===== config.mk =====
export PLATFORM = sky130hd
export DESIGN_NAME = sram_pixel_writer
export DESIGN_NICKNAME = d
export VERILOG_FILES = /design/src/rtl/sram_pixel_writer.sv
export SDC_FILE = /design/constraint.sdc
export NUM_CORES = 1
export LEC_CHECK = 0
export ABC_AREA = 1
export CAP_MARGIN = 10
export CORE_MARGIN = 4
export CORE_UTILIZATION = 55
export CTS_CLUSTER_DIAMETER = 30
export DETAILED_ROUTE_END_ITERATION = 10
export HOLD_SLACK_MARGIN = 0.15
export PLACE_DENSITY = 0.86
export SKIP_LAST_GASP = 1
export SYNTH_ARGS = -nofsm -noshare
export SYNTH_HDL_FRONTEND = slang
export SYNTH_SLANG_ARGS = --single-unit

===== constraint.sdc =====
create_clock -name clk50 -period 3.8 [get_ports clk50]
set_input_delay 0.76 -clock clk50 [delete_from_list [all_inputs] [get_ports clk50]]
set_output_delay 0.76 -clock clk50 [all_outputs]
set_load 0.03 [all_outputs]

===== src/rtl/sram_pixel_writer.sv =====
// Write-side client of the 1M x 16 SRAM framebuffer: queues pixel requests and
// writes them in granted bus slots. Define PIXWR_CLIP_EN to drop off-screen pixels.
module sram_pixel_writer #(
    parameter int FIFO_DEPTH = 8,
    parameter int H_RES      = 640,
    parameter int V_RES      = 480
) (
    input  logic        clk50,
    input  logic        rst,
    input  logic        slot,
    input  logic        px_valid,
    output logic        px_ready,
    input  logic [9:0]  px_x,
    input  logic [8:0]  px_y,
    input  logic [5:0]  px_red,
    input  logic [5:0]  px_green,
    input  logic [5:0]  px_blue,
    output logic        busy,
    output logic [15:0] wr_count,
`ifdef PIXWR_CLIP_EN
    output logic [15:0] clip_count,
`endif
    output logic        bus_own,
    output logic [19:0] SRAM_ADDR,
    output logic [15:0] SRAM_DQ_OUT,
    output logic        SRAM_CE_N,
    output logic        SRAM_OE_N,
    output logic        SRAM_WE_N,
    output logic        SRAM_UB_N,
    output logic        SRAM_LB_N
);
    localparam int          AW       = $clog2(FIFO_DEPTH);
    localparam logic [AW:0] FULL_CNT = (AW+1)'(FIFO_DEPTH);
    localparam logic [31:0] H_LIM    = H_RES;
    localparam logic [31:0] V_LIM    = V_RES;

    localparam logic [1:0] ST_IDLE    = 2'd0;
    localparam logic [1:0] ST_SETUP   = 2'd1;
    localparam logic [1:0] ST_STROBE  = 2'd2;
    localparam logic [1:0] ST_RELEASE = 2'd3;

`ifdef PIXWR_CLIP_EN
    localparam logic CLIP_ON = 1'b1;
`else
    localparam logic CLIP_ON = 1'b0;
`endif

    typedef struct packed {
        logic        clip;
        logic [19:0] addr;
        logic [15:0] data;
    } entry_t;

    entry_t        fifo_mem [FIFO_DEPTH];
    entry_t        push_entry;
    entry_t        head_entry;
    logic [AW-1:0] wr_ptr_reg, rd_ptr_reg;
    logic [AW:0]   count_reg;
    logic          push, pop, write_done;
    logic [1:0]    state_reg, state_next;
    logic [19:0]   addr_reg;
    logic [15:0]   data_reg;
    logic          ce_n_reg, we_n_reg;
    logic [15:0]   wr_count_reg;

    // RGB565 keeps only the top five bits of red and blue
    logic unused_colour_lsbs;
    assign unused_colour_lsbs = px_red[0] ^ px_blue[0];

    assign px_ready = (count_reg != FULL_CNT);
    assign push     = px_valid && px_ready;

    always_comb begin
        push_entry.clip = CLIP_ON && (({22'd0, px_x} >= H_LIM) || ({23'd0, px_y} >= V_LIM));
        push_entry.addr = {1'b0, px_y, px_x};
        push_entry.data = {px_red[5:1], px_green, px_blue[5:1]};
    end

    assign head_entry = fifo_mem[rd_ptr_reg];

    always_ff @(posedge clk50) begin
        if (push) begin
            fifo_mem[wr_ptr_reg] <= push_entry;
        end
    end

    // Clipped entries are popped without leaving IDLE, so they cost no bus cycle
    always_comb begin
        state_next = state_reg;
        pop        = 1'b0;
        write_done = 1'b0;
        if (slot) begin
            case (state_reg)
                ST_IDLE: begin
                    if (count_reg != '0) begin
                        pop = 1'b1;
                        if (!head_entry.clip) begin
                            state_next = ST_SETUP;
                        end
                    end
                end
                ST_SETUP:   state_next = ST_STROBE;
                ST_STROBE:  state_next = ST_RELEASE;
                ST_RELEASE: begin
                    state_next = ST_IDLE;
                    write_done = 1'b1;
                end
            endcase
        end
    end

    always_ff @(posedge clk50) begin
        if (!rst) begin
            wr_ptr_reg   <= '0;
            rd_ptr_reg   <= '0;
            count_reg    <= '0;
            state_reg    <= ST_IDLE;
            addr_reg     <= '0;
            data_reg     <= '0;
            ce_n_reg     <= 1'b1;
            we_n_reg     <= 1'b1;
            wr_count_reg <= '0;
        end else begin
            if (push) begin
                wr_ptr_reg <= wr_ptr_reg + AW'(1);
            end
            if (pop) begin
                rd_ptr_reg <= rd_ptr_reg + AW'(1);
            end
            case ({push, pop})
                2'b10:   count_reg <= count_reg + (AW+1)'(1);
                2'b01:   count_reg <= count_reg - (AW+1)'(1);
                default: count_reg <= count_reg;
            endcase
            state_reg <= state_next;
            // Strobes are registered from the next state so the pins never glitch
            ce_n_reg  <= (state_next == ST_IDLE);
            we_n_reg  <= (state_next != ST_STROBE);
            if (pop && !head_entry.clip) begin
                addr_reg <= head_entry.addr;
                data_reg <= head_entry.data;
            end
            if (write_done) begin
                wr_count_reg <= wr_count_reg + 16'd1;
            end
        end
    end

`ifdef PIXWR_CLIP_EN
    logic [15:0] clip_count_reg;

    always_ff @(posedge clk50) begin
        if (!rst) begin
            clip_count_reg <= '0;
        end else if (pop && head_entry.clip) begin
            clip_count_reg <= clip_count_reg + 16'd1;
        end
    end

    assign clip_count = clip_count_reg;
`endif

    assign busy        = (count_reg != '0) || (state_reg != ST_IDLE);
    assign wr_count    = wr_count_reg;
    assign bus_own     = slot && (state_reg != ST_IDLE);
    assign SRAM_ADDR   = addr_reg;
    assign SRAM_DQ_OUT = data_reg;
    assign SRAM_CE_N   = ce_n_reg;
    assign SRAM_OE_N   = 1'b1;
    assign SRAM_WE_N   = we_n_reg;
    assign SRAM_UB_N   = ce_n_reg;
    assign SRAM_LB_N   = ce_n_reg;
endmodule


==> results of run 1 <==
[per-layer routing]
metal	vias up	wire length (um)
met5	-	27
met4	4	913
li1	4451	-
met1	4660	12500
met3	79	3110
met2	559	16900
[cell usage in the layout (no fill, tap or decap), drive strengths merged]
master / netlist / final
nand2: 106 / 106
conb: 2 / 2
and3: 1 / 1
clkinvlp: 0 / 5
buf: 41 / 17
nor3b: 2 / 2
nor2: 268 / 268
bufinv: 0 / 13
nand3: 83 / 83
nor3: 5 / 5
dfxtp: 65 / 65
or2: 1 / 1
o21ai: 166 / 166
edfxtp: 280 / 280
clkinv: 2 / 27
nand4: 7 / 7
o211ai: 25 / 25
ha: 10 / 10
xnor2: 2 / 2
o21a: 1 / 1
clkdlybuf4s50: 0 / 95
inv: 69 / 74
a21oi: 51 / 51
xor2: 2 / 2
clkbuf: 28 / 64
[how the worst min path moves through the flow]
| stage | from | endpoint | slack, ns | depth (start not counted) |
|---|---|---|---|---|
| global route | wr_ptr_reg[0] | wr_ptr_reg[0] | 0.54 | 2 |
| global placement | wr_ptr_reg[0] | wr_ptr_reg[0] | 0.47 | 2 |
| finish | wr_ptr_reg[0] | wr_ptr_reg[0] | 0.51 | 2 |
| CTS | wr_ptr_reg[0] | wr_ptr_reg[0] | 0.50 | 2 |
| floorplan | wr_ptr_reg[0] | wr_ptr_reg[0] | 0.46 | 2 |
| detailed placement | wr_ptr_reg[0] | wr_ptr_reg[0] | 0.49 | 2 |
[through the flow]
| step | hold slack (ns) | util | total power, mW |
|---|---|---|---|
| final | 0.506 | 0.699 | 13.0 |
| after global routing | 0.543 | 0.699 | 13.5 |
| after CTS | 0.498 | 0.699 | 13.0 |
| after detailed placement | 0.491 | 0.611 | 7.25 |
| after global placement | 0.473 | 0.611 | 7.13 |
| after floorplan | 0.458 | - | 6.49 |
[cell usage after synthesis (7+ instances only)]
library cell | count | share of area
a21oi_1 | 51 | 0.018
buf_2 | 11 | 0.0040
buf_4 | 11 | 0.0060
buf_6 | 15 | 0.012
clkbuf_1 | 28 | 0.0076
dfxtp_1 | 65 | 0.094
edfxtp_1 | 280 | 0.61
ha_1 | 10 | 0.0091
inv_1 | 65 | 0.018
nand2_1 | 105 | 0.029
nand3_1 | 79 | 0.029
nand4_1 | 7 | 0.0032
nor2_1 | 264 | 0.072
o211ai_1 | 25 | 0.014
o21ai_0 | 145 | 0.053
o21ai_1 | 21 | 0.0076
[cell families after synthesis]
| kind of cell | synth area share |
|---|---|
| AND/OR/NAND/NOR | 0.142 |
| flip-flops | 0.703 |
| AO/OA/AOI/OAI | 0.0928 |
| buffers and inverters | 0.0504 |
| adder cells (fa/ha/maj) | 0.00906 |
| XOR/XNOR | 0.00254 |
| other | 0.000544 |
[power breakdown]
part	total (mW)	switching, mW	internal [mW]	leakage (nW)
Combinational	2.70	1.82	0.876	2.05
Clock	5.67	1.87	3.80	1.05
Sequential	4.59	0.153	4.44	3.07
Total	13.0	3.84	9.12	6.17
[critical path: stages]
cell             delay [ns]
clkdlybuf4s50_1        0.58
inv_1                  0.12
nor2_1                 0.11
clkdlybuf4s50_1        0.68
[layout make-up]
type	count	share of cell area
well taps	324	0.0236
multi-input cells	732	0.202
clock inverters	48	0.0366
clock buffers	64	0.0890
repair buffers	112	0.0664
flip-flops and latches	345	0.566
inverters	71	0.0158
==> flow_summary.yaml, run 1 <==
outcome:
  status: "finished, final reports clean"
die:
  ios: 101
  std_cell_rows: 57
  die-area_sq_um: 27700
  core_area_sq_um: 24500
  start_util: 0.563
  die_width_um: 166
  die_y_um: 166
place:
  dpl.hpwl_um: 16200
  placement.io_buffers: 96
  place_area_sq_um: 15000
  pre_cts_slack_ns: 0.677
  place_congestion: 0.799
  dp_cells: 1584
cells_and_area:
  instances_no_fill: 1696
  largest_reg_flops: 280
  final-seq-area_sq_um: 9720
  multi_input_area_sq_um: 3470
  area_delta_synth_final_pct: 24.2
  fin_area_sq_um: 17200
  fill_cells: 1512
  nets: 1372
  antennaDiodeCount: 0
  drive_above_1_share: 0.105
  largest_register: "fifo_mem"
route:
  wl_per_cell_um: 19.7
  first_iter_violations: 1362
  drcViolationCount: 0
  drtPass1Iterations: 8
  viasPerCell: 5.75
  drt_wl_total_um: 33500
  drt.antenna.violating_nets: 0
  routed-via-count: 9753
worst_setup_path:
  crit_type: "input port to output port"
  r2r_start: "rd_ptr_reg[2]"
  crit_end: "bus_own"
  crit_path_max_fanout: 5
  crit_path_end_kind: "output port"
  rrSetupSlack_ns: 1.27
  reg2reg_depth: 6
  worstPathRequired_ns: 3.04
  arrival_ns: 2.24
  cp-startpoint: "slot"
  startpoint_type: "input port"
  r2r_end: "SRAM_ADDR[7]"
cts:
  cts.path.max_buffers: 3
  cts_setup_buffers: 0
  cts_hold_buf: 0
  clock_sinks: 345
  cts.clk_slew.worst_paths_ns: 0.05
  cts_resized: 0
  clk_latency_ns: 0.58
  cts_tree: "yes"
  h-tree-depth: 2
  cts_buffers: 59
  cts-root-buf: "clkbuf_16"
sta:
  rsz0062_at_grt: "no"
  fmax_mhz: 333
  slew_headroom: 0.242
  setup_viol: 0
  finalCriticalPeriod_ns: 3.00
  maxSlewViolCount: 0
  finalClockSkew_ns: 0.0280
  final-hold-violation-count: 0
  period_share: 0.790
  tns_ns: 0
  tightestPinTransition_ns: 1.14
  finalWorstSetupSlack_ns: 0.797
yosys:
  ys_types: 32
  synth_edf_count: 280
  syn_inst: 1217
  synth_area_sq_um: 13800
  syn_nets: 1268
  async_reset_ff_frac: 0
  ys_ff_latch: 345
  syn_avg_cell_area_sq_um: 11.3
  yosysSeqAreaShare: 0.703
  ys.flop_type: "edfxtp_1"
  yosys_warnings: 0
pwr:
  p_leak_nw: 6.17
  ir_drop_mv: 0.505
  power_per_cell_area_nw_per_um2: 755
global_route:
  grt_max_degree: 167
  use_met1: 0.291
  grt_pass1_vias: 10019
  global_route.usage.met2: 0.404
  antenna_found_initial: 2
  grt_use_met3: 0.0505
  gr-max-usage-layer: "met2"
  grt_pass1_wl_um: 52300
  grt_overflow_total: 0
  track_usage: 0.235
worst_hold_path:
  hold_class: "register to register"
job:
  drv_cap: 0
Power figures use the tool's default switching activity.
==> run 2: changes to the inputs <==
--- a/config.mk
+++ b/config.mk
@@ -8,7 +8,7 @@
 export ABC_AREA = 1
 export CAP_MARGIN = 10
 export CORE_MARGIN = 4
-export CORE_UTILIZATION = 55
+export CORE_UTILIZATION = 53
 export CTS_CLUSTER_DIAMETER = 30
 export DETAILED_ROUTE_END_ITERATION = 10
 export HOLD_SLACK_MARGIN = 0.15
==> constraint.sdc (replaced) <==
create_clock -name clk50 -period 2.6 [get_ports clk50]
set_input_delay 0.52 -clock clk50 [delete_from_list [all_inputs] [get_ports clk50]]
set_output_delay 0.52 -clock clk50 [all_outputs]
set_load 0.03 [all_outputs]
==> run 2 against run 1 <==
Effect of this change: cell count rose by 0.88%; sequential share of layout area rose by 0.062 points; wire length fell by 0.42%.
==> flow_summary.yaml, run 2 (synthesis results as in run 1) <==
outcome:
  status: "finished, final reports clean"
die:
  ios: 101
  core_area_sq_um: 25400
  start_util: 0.544
  die-area_sq_um: 28700
  die_width_um: 169
  std_cell_rows: 58
  die_y_um: 169
job:
  drv_cap: 0
pwr:
  switching_power_mw: 5.57
  clkPwrFrac: 0.412
  power_per_cell_area_nw_per_um2: 1070
  p_comb_frac: 0.217
  finalPower_mw: 18.3
  seqPwrFrac: 0.371
  p_leak_nw: 6.17
  swShare: 0.305
  p_int_mw: 12.7
  ir_drop_mv: 0.666
sta:
  finalClockSkew_ns: 0.0180
  slew_headroom: 0.582
  maxSlewViolCount: 0
  period_share: 0.936
  finalWorstSetupSlack_ns: 0.167
  rsz0062_at_grt: "no"
  fmax_mhz: 411
  finalCriticalPeriod_ns: 2.43
  setup_viol: 0
  tightestPinTransition_ns: 0.628
  final-hold-violation-count: 0
  whs_ns: 0.492
cts:
  cts_hold_buf: 0
  cts-root-buf: "clkbuf_16"
  cts_buffers: 55
  cts.path.max_buffers: 3
  cts.clk_slew.worst_paths_ns: 0.05
  clock_sinks: 345
  clk_latency_ns: 0.56
  cts_tree: "yes"
  h-tree-depth: 2
cells_and_area:
  largest_register: "fifo_mem"
  drive_above_1_share: 0.109
  most-common-layout-cells: "edfxtp_1, nor2_1, o21ai_0, nand2_1, clkdlybuf4s50_1"
  fill_cells: 1628
  nets: 1384
  largest_reg_flops: 280
  layout_commonest_cell: "edfxtp_1"
  area_delta_synth_final_pct: 24.0
global_route:
  grt_pass1_wl_um: 51700
  grt_overflow_total: 0
  grt_max_degree: 71
  track_usage: 0.230
  grt_pass1_vias: 10016
  antenna_found_initial: 4
route:
  drt_wl_total_um: 33300
  drcViolationCount: 0
  drt.antenna.violating_nets: 0
  wl_per_cell_um: 19.5
  routed-via-count: 9870
  drtPass1Iterations: 5
  first_iter_violations: 1174
  viasPerCell: 5.77
worst_setup_path:
  crit_path_max_fanout: 4
  startpoint_type: "register"
  crit_path_end_kind: "output port"
  arrival_ns: 1.91
  cp-startpoint: "count_reg[0]"
  r2r_start: "count_reg[0]"
  crit_type: "register to output port"
  worstPathRequired_ns: 2.08
place:
  place_congestion: 0.803
  placement.io_buffers: 96
  pre_cts_slack_ns: 0.0397
  dpl.hpwl_um: 17600
worst_hold_path:
  hold_class: "input port to register"
  hp-start: "rst"
==> run 2: changes by cell type in the layout (fill, tap and decap cells not counted), moves of 5 or more <==
cell | previous run | this run
buf_4 | 11 | 22
bufinv_16 | 13 | 8
inv_6 | 6 | 12
buf_12 | 5 | 10
clkinv_2 | 12 | 6
==> run 2: worst max-delay path, cell delays in order, from the launching register on <==
cell and delay (ns):
dfxtp_1 0.42, nor2_2 0.09, nand3_1 0.15, clkdlybuf4s50_1 0.70
==> run 2: worst paths after layout <==
kind | endpoint | slack [ns] | depth (start not counted)
max reg2reg | count_reg[2] | 0.41 | 12
max | px_ready | 0.17 | 3
min | wr_count[11] | 0.49 | 3
min reg2reg | wr_ptr_reg[0] | 0.51 | 2
==> run 2: metal layers <==
metal / GRT usage / share of wire / vias up
met2: 0.388 / 0.49 / 582
met5: 0 / 0.0012 / -
met4: 0.106 / 0.035 / 6
li1: - / - / 4482
met3: 0.0485 / 0.095 / 112
met1: 0.285 / 0.38 / 4688
==> run 2: metrics by stage <==
stage	setup TNS [ns]	cell area [sq um]	std cells	util
5_1_grt	0	17100	1711	0.674
2_1_floorplan	-63.44	13800	1217	-
6_report	0	17100	1711	0.674
3_5_place_dp	0	15200	1606	0.598
4_1_cts	0	17100	1710	0.674
3_3_place_gp	0	15200	1606	0.598
==> run 2: power by group through the flow <==
stage | clock (mW) | combinational, mW | sequential [mW]
floorplan | 0 | 2.35 | 7.14
global placement | 0 | 3.68 | 6.83
detailed placement | 0 | 3.84 | 6.86
CTS | 7.60 | 3.95 | 6.77
global route | 7.87 | 4.33 | 6.81
finish | 7.53 | 3.97 | 6.77
==> run 2: timing repair <==
action | in CTS | in global routing
setup endpoints to repair | 0 | 2
endpoints found under the hold margin | 0 | 0
buffers inserted | 0 | 0
resized for setup | 0 | 2
==> run 2: layout make-up <==
| cell class | count | area (sq um) | share of cell area |
|---|---|---|---|
| diodes | 1 | 2.50 | 0.000146 |
| repair buffers | 128 | 1330 | 0.0774 |
| clock inverters | 38 | 468 | 0.0273 |
| well taps | 330 | 413 | 0.0241 |
| inverters | 71 | 270 | 0.0158 |
| clock buffers | 66 | 1470 | 0.0857 |
| multi-input cells | 732 | 3470 | 0.202 |
| flip-flops and latches | 345 | 9720 | 0.567 |
